==> config.mk <==
export PLATFORM = sky130hd
export DESIGN_NAME = conversor_saida
export DESIGN_NICKNAME = d
export VERILOG_FILES = /design/src/rtl/conversor_saida_pkg.sv /design/src/rtl/conversor_saida_decodificador.sv /design/src/rtl/conversor_saida.sv
export SDC_FILE = /design/constraint.sdc
export NUM_CORES = 1
export LEC_CHECK = 0
export CORE_MARGIN = 8
export CORE_UTILIZATION = 40
export DETAILED_ROUTE_END_ITERATION = 8
export SYNTH_ARGS = -nofsm -noshare
export SYNTH_HDL_FRONTEND = slang
export SYNTH_SLANG_ARGS = --single-unit
export TNS_END_PERCENT = 1
==> constraint.sdc <==
create_clock -name clk -period 5.1 [get_ports clk]
set_clock_uncertainty 0.15 [all_clocks]
set_input_delay 0.765 -clock clk [delete_from_list [all_inputs] [get_ports clk]]
set_output_delay 0.765 -clock clk [all_outputs]
set_load 0.1 [all_outputs]
==> src/rtl/conversor_saida_pkg.sv <==
// Shared definitions for the output converter: FSM encoding, conversion
// sizing and the seven-segment patterns (stored lit=1, bit 0 = segment a).
package conversor_saida_pkg;

    typedef enum logic [1:0] {
        OCIOSO   = 2'd0,
        CONVERTE = 2'd1,
        ATUALIZA = 2'd2
    } estado_t;

    localparam int CICLOS_CONV = 14;
    localparam int NUM_DIGITOS = 4;
    localparam int LARG_MAG    = 14;
    localparam int LARG_BCD    = 4 * NUM_DIGITOS;

    typedef logic [0:6] segmentos_t;

    localparam segmentos_t SEG_0  = 7'b1111110;
    localparam segmentos_t SEG_1  = 7'b0110000;
    localparam segmentos_t SEG_2  = 7'b1101101;
    localparam segmentos_t SEG_3  = 7'b1111001;
    localparam segmentos_t SEG_4  = 7'b0110011;
    localparam segmentos_t SEG_5  = 7'b1011011;
    localparam segmentos_t SEG_6  = 7'b1011111;
    localparam segmentos_t SEG_7  = 7'b1110000;
    localparam segmentos_t SEG_8  = 7'b1111111;
    localparam segmentos_t SEG_9  = 7'b1111011;
    localparam segmentos_t BLANCO = 7'b0000000;
    localparam segmentos_t MENOS  = 7'b0000001;

    // Digit to lit-segment pattern; codes above 9 show nothing.
    function automatic segmentos_t seg_digito(input logic [3:0] digito);
        case (digito)
            4'd0:    return SEG_0;
            4'd1:    return SEG_1;
            4'd2:    return SEG_2;
            4'd3:    return SEG_3;
            4'd4:    return SEG_4;
            4'd5:    return SEG_5;
            4'd6:    return SEG_6;
            4'd7:    return SEG_7;
            4'd8:    return SEG_8;
            4'd9:    return SEG_9;
            default: return BLANCO;
        endcase
    endfunction

    // Converts a lit=1 pattern to the physical drive level of the display.
    function automatic segmentos_t aplica_polaridade(input segmentos_t seg, input bit ativo_baixo);
        return ativo_baixo ? ~seg : seg;
    endfunction

    // One double-dabble step: add 3 to nibbles >= 5, then shift in the next magnitude bit.
    function automatic logic [LARG_BCD-1:0] passo_bcd(input logic [LARG_BCD-1:0] bcd,
                                                     input logic bit_entrada);
        logic [LARG_BCD-1:0] ajustado;
        ajustado = bcd;
        for (int i = 0; i < NUM_DIGITOS; i++) begin
            if (bcd[4*i +: 4] >= 4'd5)
                ajustado[4*i +: 4] = bcd[4*i +: 4] + 4'd3;
        end
        return (ajustado << 1) | {{(LARG_BCD-1){1'b0}}, bit_entrada};
    endfunction

endpackage

==> src/rtl/conversor_saida_decodificador.sv <==
// Combinational seven-segment decoder for one display position.
// Minus has priority over blank, blank over the digit value.
module decodificador_7seg #(
    parameter bit ATIVO_BAIXO = 1'b1
) (
    input  logic [3:0] digito,
    input  logic       apagado,
    input  logic       menos,
    output logic [0:6] segmentos
);
    import conversor_saida_pkg::*;

    segmentos_t logico;

    // Pick the lit pattern, then apply the display polarity.
    always_comb begin
        logico = seg_digito(digito);
        if (apagado)
            logico = BLANCO;
        if (menos)
            logico = MENOS;
        segmentos = aplica_polaridade(logico, ATIVO_BAIXO);
    end

endmodule

==> src/rtl/conversor_saida.sv <==
// Converts a signed register-bank value into four seven-segment digits using a
// serial double-dabble conversion, with a one-deep pending slot for values
// strobed while a conversion is running.
module conversor_saida #(
    parameter int LARGURA     = 32,
    parameter bit ATIVO_BAIXO = 1'b1
) (
    input  logic               clk,
    input  logic               reset,
    input  logic [LARGURA-1:0] entrada,
    input  logic               carrega,
    output logic [0:6]         saida4,
    output logic [0:6]         saida3,
    output logic [0:6]         saida2,
    output logic [0:6]         saida1,
    output logic               ocupado,
    output logic               erro
);
    import conversor_saida_pkg::*;

    localparam logic [LARGURA-1:0] LIMITE_POS     = LARGURA'(9999);
    localparam logic [LARGURA-1:0] LIMITE_NEG_MAG = LARGURA'(999);
    localparam logic [3:0]         ULTIMO_PASSO   = 4'(CICLOS_CONV - 1);
    localparam segmentos_t         SEG_APAGADO    = aplica_polaridade(BLANCO, ATIVO_BAIXO);
    localparam segmentos_t         SEG_ZERO       = aplica_polaridade(seg_digito(4'd0), ATIVO_BAIXO);

    estado_t               estado, estado_n;
    logic [3:0]            contador, contador_n;
    logic [LARG_MAG-1:0]   magnitude, magnitude_n;
    logic [LARG_BCD-1:0]   bcd, bcd_n;
    logic                  negativo, negativo_n;
    logic                  erro_conv, erro_conv_n;
    logic                  pend_valido, pend_valido_n;
    logic [LARGURA-1:0]    pend_valor, pend_valor_n;
    logic                  ocupado_n, erro_n;
    segmentos_t            saida4_n, saida3_n, saida2_n, saida1_n;

    logic [LARGURA-1:0]    valor_sel, valor_abs;
    logic                  sinal_sel, estouro_sel, captura;
    logic [NUM_DIGITOS-1:0] apaga, menos;
    segmentos_t            seg_dec [NUM_DIGITOS];

    // Value to capture: ATUALIZA without a fresh strobe takes the pending slot.
    // Overflow compares the full-width magnitude so the most negative input is caught too.
    always_comb begin
        valor_sel   = (estado == ATUALIZA && !carrega) ? pend_valor : entrada;
        sinal_sel   = valor_sel[LARGURA-1];
        valor_abs   = sinal_sel ? (~valor_sel + LARGURA'(1)) : valor_sel;
        estouro_sel = sinal_sel ? (valor_abs > LIMITE_NEG_MAG) : (valor_abs > LIMITE_POS);
        captura     = (estado == OCIOSO && carrega) ||
                      (estado == ATUALIZA && (carrega || pend_valido));
    end

    // Blanking and minus selects derived from the finished BCD result.
    // Negative values never exceed three digits, so digit positions match the positive case.
    always_comb begin
        apaga = '0;
        menos = '0;
        if (erro_conv) begin
            menos = '1;
        end else if (negativo) begin
            menos[3] = 1'b1;
            apaga[2] = (bcd[11:8] == 4'd0);
            apaga[1] = apaga[2] && (bcd[7:4] == 4'd0);
        end else begin
            apaga[3] = (bcd[15:12] == 4'd0);
            apaga[2] = apaga[3] && (bcd[11:8] == 4'd0);
            apaga[1] = apaga[2] && (bcd[7:4] == 4'd0);
        end
    end

    for (genvar i = 0; i < NUM_DIGITOS; i++) begin : g_dec
        decodificador_7seg #(
            .ATIVO_BAIXO(ATIVO_BAIXO)
        ) u_dec (
            .digito   (bcd[4*i +: 4]),
            .apagado  (apaga[i]),
            .menos    (menos[i]),
            .segmentos(seg_dec[i])
        );
    end

    // Next-state and datapath updates for the three-state conversion FSM.
    always_comb begin
        estado_n      = estado;
        contador_n    = contador;
        magnitude_n   = magnitude;
        bcd_n         = bcd;
        negativo_n    = negativo;
        erro_conv_n   = erro_conv;
        pend_valido_n = pend_valido;
        pend_valor_n  = pend_valor;
        ocupado_n     = ocupado;
        erro_n        = erro;
        saida4_n      = saida4;
        saida3_n      = saida3;
        saida2_n      = saida2;
        saida1_n      = saida1;

        case (estado)
            OCIOSO: begin
                if (carrega)
                    estado_n = CONVERTE;
            end
            CONVERTE: begin
                bcd_n       = passo_bcd(bcd, magnitude[LARG_MAG-1]);
                magnitude_n = magnitude << 1;
                contador_n  = contador + 4'd1;
                if (contador == ULTIMO_PASSO)
                    estado_n = ATUALIZA;
                if (carrega) begin
                    pend_valor_n  = entrada;
                    pend_valido_n = 1'b1;
                end
            end
            ATUALIZA: begin
                saida4_n  = seg_dec[3];
                saida3_n  = seg_dec[2];
                saida2_n  = seg_dec[1];
                saida1_n  = seg_dec[0];
                erro_n    = erro_conv;
                ocupado_n = 1'b0;
                estado_n  = OCIOSO;
                if (carrega || pend_valido) begin
                    // A fresh strobe is newer than anything pending, so the slot is dropped either way.
                    pend_valido_n = 1'b0;
                    estado_n      = CONVERTE;
                end
            end
            default: estado_n = OCIOSO;
        endcase

        if (captura) begin
            magnitude_n = valor_abs[LARG_MAG-1:0];
            bcd_n       = '0;
            negativo_n  = sinal_sel;
            erro_conv_n = estouro_sel;
            contador_n  = '0;
            ocupado_n   = 1'b1;
        end
    end

    // State register; reset discards any conversion and pending value.
    always_ff @(posedge clk or posedge reset) begin
        if (reset) begin
            estado      <= OCIOSO;
            contador    <= '0;
            magnitude   <= '0;
            bcd         <= '0;
            negativo    <= 1'b0;
            erro_conv   <= 1'b0;
            pend_valido <= 1'b0;
            pend_valor  <= '0;
            ocupado     <= 1'b0;
            erro        <= 1'b0;
            saida4      <= SEG_APAGADO;
            saida3      <= SEG_APAGADO;
            saida2      <= SEG_APAGADO;
            saida1      <= SEG_ZERO;
        end else begin
            estado      <= estado_n;
            contador    <= contador_n;
            magnitude   <= magnitude_n;
            bcd         <= bcd_n;
            negativo    <= negativo_n;
            erro_conv   <= erro_conv_n;
            pend_valido <= pend_valido_n;
            pend_valor  <= pend_valor_n;
            ocupado     <= ocupado_n;
            erro        <= erro_n;
            saida4      <= saida4_n;
            saida3      <= saida3_n;
            saida2      <= saida2_n;
            saida1      <= saida1_n;
        end
    end

endmodule

# Word level (Yosys, flattened, before mapping)

Memories as Yosys holds them, arrays and structs flattened.
Index checks and enable logic that the tools add are counted.

Flip-flop bits (word level): 101
Bits in latches: 0
RAM bits: 0
Memory bits (read-only): 448
Input bits: 35
Output and inout port bits: 30
Logic and storage cells: 101
Memories kept: 4

Add/subtract/negate cells: 6
Multipliers: 0
Div/mod/pow operators: 0
Order comparisons: 6
Equal/unequal tests: 7
Shift operators: 0
Mux-type cells: 39
Bitwise gates (word level): 6
Reduce and logical (&&, ||, !) cells: 19

Memory list:

| memory           | depth | bits a word | rd ports | clocked after Yosys merged registers in | write ports | RTL line                  | source |
|---|---|---|---|---|---|---|---|
| (name not given) | 16    | 7           | 1        | 0                                       | 0           | conversor_saida_pkg.sv:33 | `case (digito)` |
| (name not given) | 16    | 7           | 1        | 0                                       | 0           | conversor_saida_pkg.sv:33 |  |
| (name not given) | 16    | 7           | 1        | 0                                       | 0           | conversor_saida_pkg.sv:33 |  |
| (name not given) | 16    | 7           | 1        | 0                                       | 0           | conversor_saida_pkg.sv:33 |  |

Operators by type and width:

| operator                                                                            | count |
|---|---|
| 32-bit two-way mux                                                                  | 2 |
| 7-bit two-way mux                                                                   | 7 |
| 32-bit by 1-bit adder with 32-bit output, second input constant                     | 1 |
| 32-bit by 10-bit > comparator with 1-bit output, second input constant              | 1 |
| 32-bit by 14-bit > comparator with 1-bit output, second input constant              | 1 |
| 16-bit two-way mux                                                                  | 2 |
| 4-bit two-way mux                                                                   | 8 |
| 32-bit inverter                                                                     | 1 |
| 14-bit two-way mux                                                                  | 2 |
| 7-bit inverter                                                                      | 4 |
| 4-bit by 3-bit greater-or-equal comparator with 1-bit output, second input constant | 4 |
| 16-bit by 1-bit OR with 16-bit output                                               | 1 |
| 4-bit by 2-bit adder with 4-bit output, second input constant                       | 3 |
| 4-bit zero test                                                                     | 3 |
| 3-bit two-way mux                                                                   | 4 |
| 1-bit two-way mux                                                                   | 9 |
| 1-bit logical AND                                                                   | 6 |
| 2-bit two-way mux                                                                   | 3 |
| 2-bit inequality test, second input constant                                        | 3 |
| 2-bit case mux with 3 select lines                                                  | 1 |
| 2-bit nonzero test                                                                  | 3 |
| 4-bit by 1-bit adder with 4-bit output, second input constant                       | 1 |
| 4-bit equality test, second input constant                                          | 1 |
| 2-bit AND reduction                                                                 | 2 |
| 9 further kinds                                                                     | 10 |

# Depth between registers and ports, before layout

Gate-level depths: netlist of run 1.

Depth in word-level cells: 8
Gate-level depth with buffers: 16
Gate-level depth less buffers: 11

# Modules after synthesis

Synthesis of run 1 repeated with hierarchy kept, for this count alone.

Cells, all modules: 696
Area total of the unflattened synthesis: 6,969.2 µm²

Modules (own cells, without submodules):

| module             | instances | cells an instance | area each (µm²) | sequential area each (µm²) |
|---|---|---|---|---|
| conversor_saida    | 1         | 588               | 6,063.3         | 2,555.0 |
| decodificador_7seg | 4         | 27                | 226.5           | 0.0 |

# Worst setup path after synthesis of run 1

OpenSTA, ideal clock, no wires.

Kind: input -> register
From: input port carrega
To: register erro_conv
Library setup time: 133 ps
Arrival: 3,806 ps
Required time: 4,817 ps
Slack: 1,012 ps
Cell stages on the path: 16
Buffers on the path: 6
Cells stage by stage: or3b_1 > buf_6 > buf_6 > buf_2 > buf_6 > clkbuf_1 > mux2i_1 > ha_1 > nand4_1 > and2_1 > clkbuf_8 > nor4_4 > a41oi_1 > o22a_1 > a2111oi_2 > a31oi_1

Word-level cells in the longest chain between the ends: 8
Elaborated cells between the ends (all ways): 13
Classes of those cells: add/sub (1); order compare (2); mux (3); bitwise (1); reduce/logical (6)

RTL lines:

| item                                                                                                               | RTL line               | source |
|---|---|---|
| start: declaration                                                                                                 | conversor_saida.sv:11  | `input logic carrega,` |
| 1-bit zero test                                                                                                    | conversor_saida.sv:46  | `valor_sel = (estado == ATUALIZA && !carrega) ? pend_valor : entrada;` |
| 1-bit logical AND                                                                                                  | conversor_saida.sv:46  |  |
| 32-bit two-way mux                                                                                                 | conversor_saida.sv:46  |  |
| 32-bit inverter                                                                                                    | conversor_saida.sv:48  | `valor_abs = sinal_sel ? (~valor_sel + LARGURA'(1)) : valor_sel;` |
| 32-bit by 1-bit adder with 32-bit output                                                                           | conversor_saida.sv:48  |  |
| 32-bit two-way mux                                                                                                 | conversor_saida.sv:48  |  |
| 32-bit by 14-bit > comparator with 1-bit output or 32-bit by 10-bit > comparator with 1-bit output (tied branches) | conversor_saida.sv:49  | `estouro_sel = sinal_sel ? (valor_abs > LIMITE_NEG_MAG) : (valor_abs > LIMITE_POS);` |
| 1-bit two-way mux                                                                                                  | conversor_saida.sv:49  |  |
| end signal: assignment                                                                                             | conversor_saida.sv:166 | `erro_conv <= erro_conv_n;` |
| end: declaration                                                                                                   | conversor_saida.sv:32  | `logic erro_conv, erro_conv_n;` |

Several ways; a longest one is shown, not always the timed one.
A chain may end at the register's enable or synchronous reset.

# Final worst setup path of run 1

Ends and elaborated chain as after synthesis.

==> results of run 1 <==
[per-layer routing]
metal	part of all wire, %	up-vias	wire length (microns)	track usage, %
met2	49	138	8600	28.2
met1	45	2784	7930	21.3
li1	-	2803	-	-
met4	0.98	0	172	4.28
met3	4.4	16	770	3.57
met5	0	-	0	0
[registers in the layout, summed over array words and instances (netlist names), 2 cells and up]
| name | cells |
|---|---|
| magnitude | 14 |
| estado | 2 |
| bcd | 16 |
| contador | 4 |
| saida1 | 7 |
| pend_valor | 32 |
| saida4 | 7 |
| saida2 | 7 |
| saida3 | 7 |
[cell usage in the layout (no fill, tap or decap), drive strengths merged, types with 4 or more instances in the layout]
cell type and instances:
inv 24, xor2 13, o22a 16, o21bai 4, nor3 28, o31ai 5
mux2i 29, a211oi 4, or4 5, dfrtp 79, or2 6, o22ai 4
clkdlybuf4s50 64, a21oi 47, and3 4, nor2 60, ha 31, nor4 15
nand2 64, xnor2 15, mux2 39, nand2b 13, nor3b 6, a31oi 9
o2111ai 4, buf 6, a22oi 13, o21ai 50, or3 12, nand3 24
nand4 7, dfstp 22, clkbuf 10
[area by class of cell]
type | count | area, sq um
Sequential cell | 101 | 2550
Clock buffer | 10 | 229
Tap cell | 225 | 282
Inverter | 22 | 85.1
Multi-Input combinational cell | 580 | 3990
Fill cell | 1649 | 9110
Timing Repair Buffer | 70 | 698
Clock inverter | 6 | 47.5
[cells by family (layout without fill, tap and decap cells)]
family | after synthesis | after routing
mux | 69 | 69
buf+inv | 63 | 108
fa+ha+maj | 31 | 31
flops | 101 | 101
compound gates | 187 | 187
xor+xnor | 28 | 28
simple gates | 265 | 265
[power groups by stage]
stage / clock, W / sequential, W / combinational, W
2_1_floorplan: 0 / 0.00210 / 0.00106
3_3_place_gp: 0 / 0.00155 / 0.00207
3_5_place_dp: 0 / 0.00157 / 0.00211
4_1_cts: 0.000689 / 0.00155 / 0.00211
5_1_grt: 0.000721 / 0.00162 / 0.00229
6_report: 0.000660 / 0.00155 / 0.00209
[worst min-delay path: stages, from the launching register on]
cell and delay (ps):
sky130_fd_sc_hd__dfstp_2 370, sky130_fd_sc_hd__nand2_1 40, sky130_fd_sc_hd__o21ai_0 60
[metrics by stage]
stage	setup WS (ps)	power [W]	hold WS, ps	util, %	std cells
finish	1190	0.00431	327	46.4	1014
global route	897	0.00463	364	46.4	1014
CTS	1160	0.00435	335	46.4	1014
detailed placement	764	0.00367	318	44.8	998
global placement	935	0.00362	316	44.8	998
floorplan	1010	0.00316	297	-	744
[worst max path at each step]
stage / startpoint / end / depth (start not counted)
CTS: carrega / erro_conv$_DFFE_PP0N_ / 12
floorplan: carrega / erro_conv$_DFFE_PP0N_ / 16
detailed placement: carrega / erro_conv$_DFFE_PP0N_ / 12
finish: carrega / erro_conv$_DFFE_PP0N_ / 12
global placement: carrega / erro_conv$_DFFE_PP0N_ / 11
global route: carrega / erro_conv$_DFFE_PP0N_ / 12
==> summary.md, run 1 <==
| Metric | Value |
|---|---|
| Width of the die | `147 microns` |
| Synth Warn # | `0` |
| Static Leak | `3.20 nW` |
| Proportion of netlist area held by the largest area contributor | `28.9%` |
| Drt total wl | `17,500 microns` |
| Routed Antenna Nets | `0` |
| Adder and majority gate portion of the synthesized area | `5.66%` |
| Net load switching power | `0.00207 W` |
| Placed wire-length estimate | `12,900 microns` |
| Share of the synthesized netlist area taken by xor and xnor gates | `3.58%` |
| Ports placed on the boundary | `65` |
| Die H | `147 microns` |
| Startpoint type of the worst setup path | `input pin` |
| Congestion Overflow GR | `0` |
| Sequential group share of total power | `36.1%` |
| CP endpoint kind | `register` |
| Largest net degree at the start of global routing | `77` |
| Highest fanout seen on the critical path | `6` |
| Post-route cell area | `7890 sq um` |
| Leading cell type by number of instances after synthesis | `sky130_fd_sc_hd__dfrtp_1` |
| Unrepaired setup endpoints after global routing | `false` |
| Vias | `5,741` |
| CTS clock-pin slew for the worst setup and hold paths | `70 ps` |
| Area fraction in and, or, nand and nor cells after synthesis | `20.2%` |
| Shortest period the worst path allows | `3910 ps` |
| Deepest clock path buffer count | `2` |
| FF+latch count, synth | `101` |
| CP required | `5180 ps` |
| Maximum level of the CTS H-tree | `3` |
| Max-cap check violation count | `0` |
| Complex-gate fraction of the synthesized area | `17.8%` |
| Internal power summed over all cells | `0.00223 W` |
| Standard cell core area | `17,000 sq um` |
| Total Nets Final | `850` |
| Netlist cell types | `79` |
| Final number of setup-violating endpoints | `0` |
| Synthesis-to-layout area growth | `15.2%` |
| Result of the run | `finished clean` |
| Post-CTS setup buffer count | `0` |
| Number of instances resized during post-cts repair | `0` |
| Share of layout cells above drive strength 1 | `14.1%` |
| Worst Path Arrival | `3990 ps` |
| Ordered cell list for the critical path | `clkdlybuf4s50_1 > or3b_2 > mux2i_1 > ha_1 > inv_1 > o31a_1 > xnor2_1 > mux2i_1 > nor4_1 > o311ai_0 > a2111oi_2 > a31oi_1` |
| Cts-stage hold buffer count | `0` |
| Detailed Routing Iterations Pass 1 | `4` |
| Most frequent cell on the critical path | `sky130_fd_sc_hd__mux2i_1` |
| Effective utilization at floorplan | `40.3%` |
| Hold Startpoint | `saida4[6]$_DFFE_PP1N_` |
| Clk sinks | `101` |
| Largest family of logic cells by synthesized area | `simple AND/OR/NAND/NOR gates` |
| Power share of the clock group | `15.3%` |
| Final routed DRC violation total | `0` |
| RePlAce Congestion | `0.842` |
| Worst slew slack as a fraction of its limit | `22.1%` |
| Final hold viol count | `0` |
| Worst R2R End | `erro_conv$_DFFE_PP0N_` |
| Synth area leaders | `sky130_fd_sc_hd__dfrtp_1 (29%), sky130_fd_sc_hd__dfstp_2 (8.4%), sky130_fd_sc_hd__mux2_2 (6.4%)` |
| Switching part of the total power | `48.1%` |
| Share of cell area taken by muxes after synthesis | `11.1%` |
| Critical-path top delay cell | `sky130_fd_sc_hd__or3b_2` |
| VDD IR max | `0.000330 V` |
| Worst Hold Path Cells | `2` |
| Number of buffers inserted during clock tree synthesis | `9` |
| Final Max Tran Viols | `0` |
| CTS tree | `built` |
| Top delay family on crit path | `simple AND/OR/NAND/NOR gates` |
| Post-Syn Instances | `744` |
| Worst setup path category | `input pin to register` |
| Per-cell routed wire length | `17.2 microns` |
| Library cell with the largest summed area after synthesis | `sky130_fd_sc_hd__dfrtp_1` |
| Tightest Pin Transition | `1160 ps` |
| Count of flip-flops with a built-in enable after synthesis | `0` |
| Number of global-route vias before repair | `5,785` |
| Slack of the worst reg-to-reg path | `1600 ps` |
| Final period utilization | `76.6%` |
| Post-detailed-placement cell area | `7610 sq um` |
| Kind of path behind the tightest hold check | `register to register` |
| Timing-limited maximum frequency | `0.256 GHz` |
| Total die area | `21,600 sq um` |
| CTS root buf | `sky130_fd_sc_hd__clkbuf_16` |
| Portion of the post-synthesis area used by sequential elements | `37.3%` |
| Clock insertion delay at the later pin of the skew report | `360 ps` |
| Synth cell count leaders | `sky130_fd_sc_hd__dfrtp_1 (79), sky130_fd_sc_hd__nand2_1 (64), sky130_fd_sc_hd__nor2_1 (60)` |
| Buffer and inverter count on the worst path | `2` |
| Count of antenna diodes in the layout | `0` |
| Hold endpoint | `saida4[6]$_DFFE_PP1N_` |
| Reg-to-Reg Start | `estado[0]$_DFFE_PP0P_` |
| Post-Synthesis Net Count | `810` |
| Share of flip-flops with an asynchronous set or reset after synthesis | `100%` |
| Most used flip-flop cell after synthesis | `sky130_fd_sc_hd__dfrtp_1` |
| Synthesized area | `6850 sq um` |
| Combinational power share | `48.6%` |
| Total Neg Setup Slack | `0 ps` |
| Power per cell area | `546 nW/um^2` |
| Routed via count divided by cell count | `5.66` |
| Global Route Usage Sum | `16.7%` |
| Crit-path max cell delay | `530 ps` |
| Input/output buffers | `64` |
| DR iter-0 viols | `338` |
| Number of antenna violations at the first check in global routing | `0` |
| Register-to-Register Path Depth | `11` |
| Global-route wire length before repair | `29,700 microns` |
| Std cell rows | `48` |
| Avg Synthesized Cell Area | `9.20 sq um` |
(Power assumes the default switching activity.)
==> run 2: changes to the inputs <==
==> constraint.sdc (replaced) <==
create_clock -name clk -period 3.5 [get_ports clk]
set_clock_uncertainty 0.15 [all_clocks]
set_input_delay 0.525 -clock clk [delete_from_list [all_inputs] [get_ports clk]]
set_output_delay 0.525 -clock clk [all_outputs]
set_load 0.1 [all_outputs]
==> summary.md, run 2 (synthesis gave the netlist of run 1 again) <==
| Metric | Value |
|---|---|
| Number of antenna violations at the first check in global routing | `0` |
| Final hold viol count | `0` |
| Worst-case hold slack | `329 ps` |
| Standard cell core area | `17,000 sq um` |
| Timing-limited maximum frequency | `0.306 GHz` |
| Top delay family on crit path | `compound AO/OA/AOI/OAI gates` |
| Most common cell after layout, fill and taps aside | `sky130_fd_sc_hd__buf_4` |
| Worst Hold Path Cells | `2` |
| Share of layout cells above drive strength 1 | `24.7%` |
| Unrepaired setup endpoints after global routing | `false` |
| Die H | `147 microns` |
| Count of antenna diodes in the layout | `0` |
| Total die area | `21,600 sq um` |
| CTS clock-pin slew for the worst setup and hold paths | `70 ps` |
| Clock insertion delay at the later pin of the skew report | `350 ps` |
| Ordered cell list for the critical path | `or3b_4 > mux2i_2 > ha_2 > inv_1 > o31a_1 > xnor2_1 > mux2i_1 > nor4_1 > buf_4 > o311ai_0 > a2111oi_2 > a31oi_1` |
| Kind of path behind the tightest hold check | `register to register` |
| Global-route wire length before repair | `30,500 microns` |
| CP required | `3580 ps` |
| Drt total wl | `18,200 microns` |
| Met3 Wirelength | `769 microns` |
| Filler instances | `1,597` |
| Final period utilization | `93.5%` |
| Static Leak | `3.57 nW` |
| Detailed Routing Iterations Pass 1 | `5` |
| Deepest clock path buffer count | `2` |
| Routed via count divided by cell count | `5.52` |
| Final routed DRC violation total | `0` |
| Final number of setup-violating endpoints | `0` |
| Worst Path Arrival | `3350 ps` |
| Vias | `6,000` |
| Width of the die | `147 microns` |
| Number of buffers inserted during clock tree synthesis | `9` |
| Ports placed on the boundary | `65` |
| Std cell rows | `48` |
| Result of the run | `finished clean` |
| Final Max Tran Viols | `0` |
| DR WL met2 | `8780 microns` |
| Maximum level of the CTS H-tree | `3` |
| Register-to-Register Path Depth | `12` |
| Leading cell types in the layout, fill and taps excluded | `sky130_fd_sc_hd__buf_4 (100), sky130_fd_sc_hd__dfrtp_1 (77), sky130_fd_sc_hd__nand2_1 (64), sky130_fd_sc_hd__nor2_1 (60), sky130_fd_sc_hd__o21ai_0 (49)` |
| Synthesis-to-layout area growth | `22.7%` |
| Highest routed layer | `met4` |
| Reg with most FFs | `pend_valor` |
| Clk sinks | `101` |
| Effective utilization at floorplan | `40.3%` |
| Buffer and inverter count on the worst path | `2` |
| RePlAce Congestion | `0.915` |
| Input/output buffers | `64` |
| Cts-stage hold buffer count | `0` |
| Largest registers ranked by flip-flop count | `pend_valor x32, bcd x16, magnitude x14` |
| DR iter-0 viols | `406` |
| Routed length on met1 | `8470 microns` |
| CTS tree | `built` |
| Stages on the worst setup path | `12` |
| Congestion Overflow GR | `0` |
| Worst slew slack as a fraction of its limit | `25.5%` |
| Placed wire-length estimate | `13,500 microns` |
| Crit-path max cell delay | `440 ps` |
| Largest net degree at the start of global routing | `60` |
| Number of global-route vias before repair | `5,951` |
| Post-layout util | `49.4%` |
| Per-cell routed wire length | `16.8 microns` |
| Total Nets Final | `922` |
| VDD IR max | `0.000507 V` |
| CP endpoint kind | `register` |
| Max-cap check violation count | `0` |
| CTS root buf | `sky130_fd_sc_hd__clkbuf_16` |
| Routed Antenna Nets | `0` |
| Startpoint type of the worst setup path | `register` |
| Number of flip-flops under the largest register name | `32` |
| Power per cell area | `758 nW/um^2` |
| Shortest period the worst path allows | `3270 ps` |
| Global Route Usage Sum | `17.1%` |
| Tightest Pin Transition | `1120 ps` |
| Critical-path top delay cell | `sky130_fd_sc_hd__dfrtp_2` |
| Worst setup path category | `register to register` |
| Highest fanout seen on the critical path | `6` |
[run 2: where the power goes]
part	total (W)	switching (W)	leakage, nW	internal [W]
logic	0.00310	0.00200	2.26	0.00109
clock network	0.00101	0.000494	0.135	0.000514
registers	0.00227	0.000560	1.18	0.00171
[run 2: layer usage]
metal	vias up	GRT usage, %
li1	2942	-
met1	2932	22.2
met2	113	28.3
met3	13	3.88
met4	0	3.71
met5	-	0
[run 2: worst paths after layout]
path / slack [ps] / endpoint / startpoint
min in group asynchronous: 490 / pend_valor[26]$_DFFE_PP0P_ / reset
max: 230 / erro_conv$_DFFE_PP0N_ / estado[0]$_DFFE_PP0P_
max reg2reg: 230 / erro_conv$_DFFE_PP0N_ / estado[0]$_DFFE_PP0P_
max in group asynchronous: 1890 / saida4[4]$_DFFE_PP1N_ / reset
min: 330 / pend_valido$_DFFE_PP0P_ / pend_valido$_DFFE_PP0P_
min reg2reg: 330 / pend_valido$_DFFE_PP0P_ / pend_valido$_DFFE_PP0P_
[run 2: cell type report]
type,count,area [sq um],share of cell area [%]
Tap cell,225,282,3.35
Clock buffer,10,239,2.84
Inverter,22,85.1,1.01
Sequential cell,101,2560,30.4
Timing Repair Buffer,142,1170,13.9
Clock inverter,6,53.8,0.640
Multi-Input combinational cell,580,4020,47.8
[run 2: timing repair]
item / CTS / global route
endpoints found under the setup margin: 1 / 1
gates resized for setup: 2 / 4
pin swaps: 3 / 3
gates cloned: 0 / 0
setup buffers: 0 / 4
[run 2: worst min-delay path: cells and delay by family (launching register included)]
| kind | cells | cell delay [ps] |
|---|---|---|
| and+or+nand+nor | 2 | 100 |
| DFF | 1 | 350 |
[run 2: stage by stage]
stage / instances / instance area [sq um] / TNS, ps / setup WS (ps) / total power (W)
after detailed placement: 1066 / 8070 / -532 / -516 / 0.00538
after global placement: 1066 / 8070 / -354 / -354 / 0.00532
after global routing: 1086 / 8400 / 0 / 55.1 / 0.00682
after floorplan: 744 / 6880 / -135 / -135 / 0.00461
after CTS: 1082 / 8360 / 0 / 19.0 / 0.00642
final: 1086 / 8400 / 0 / 227 / 0.00637
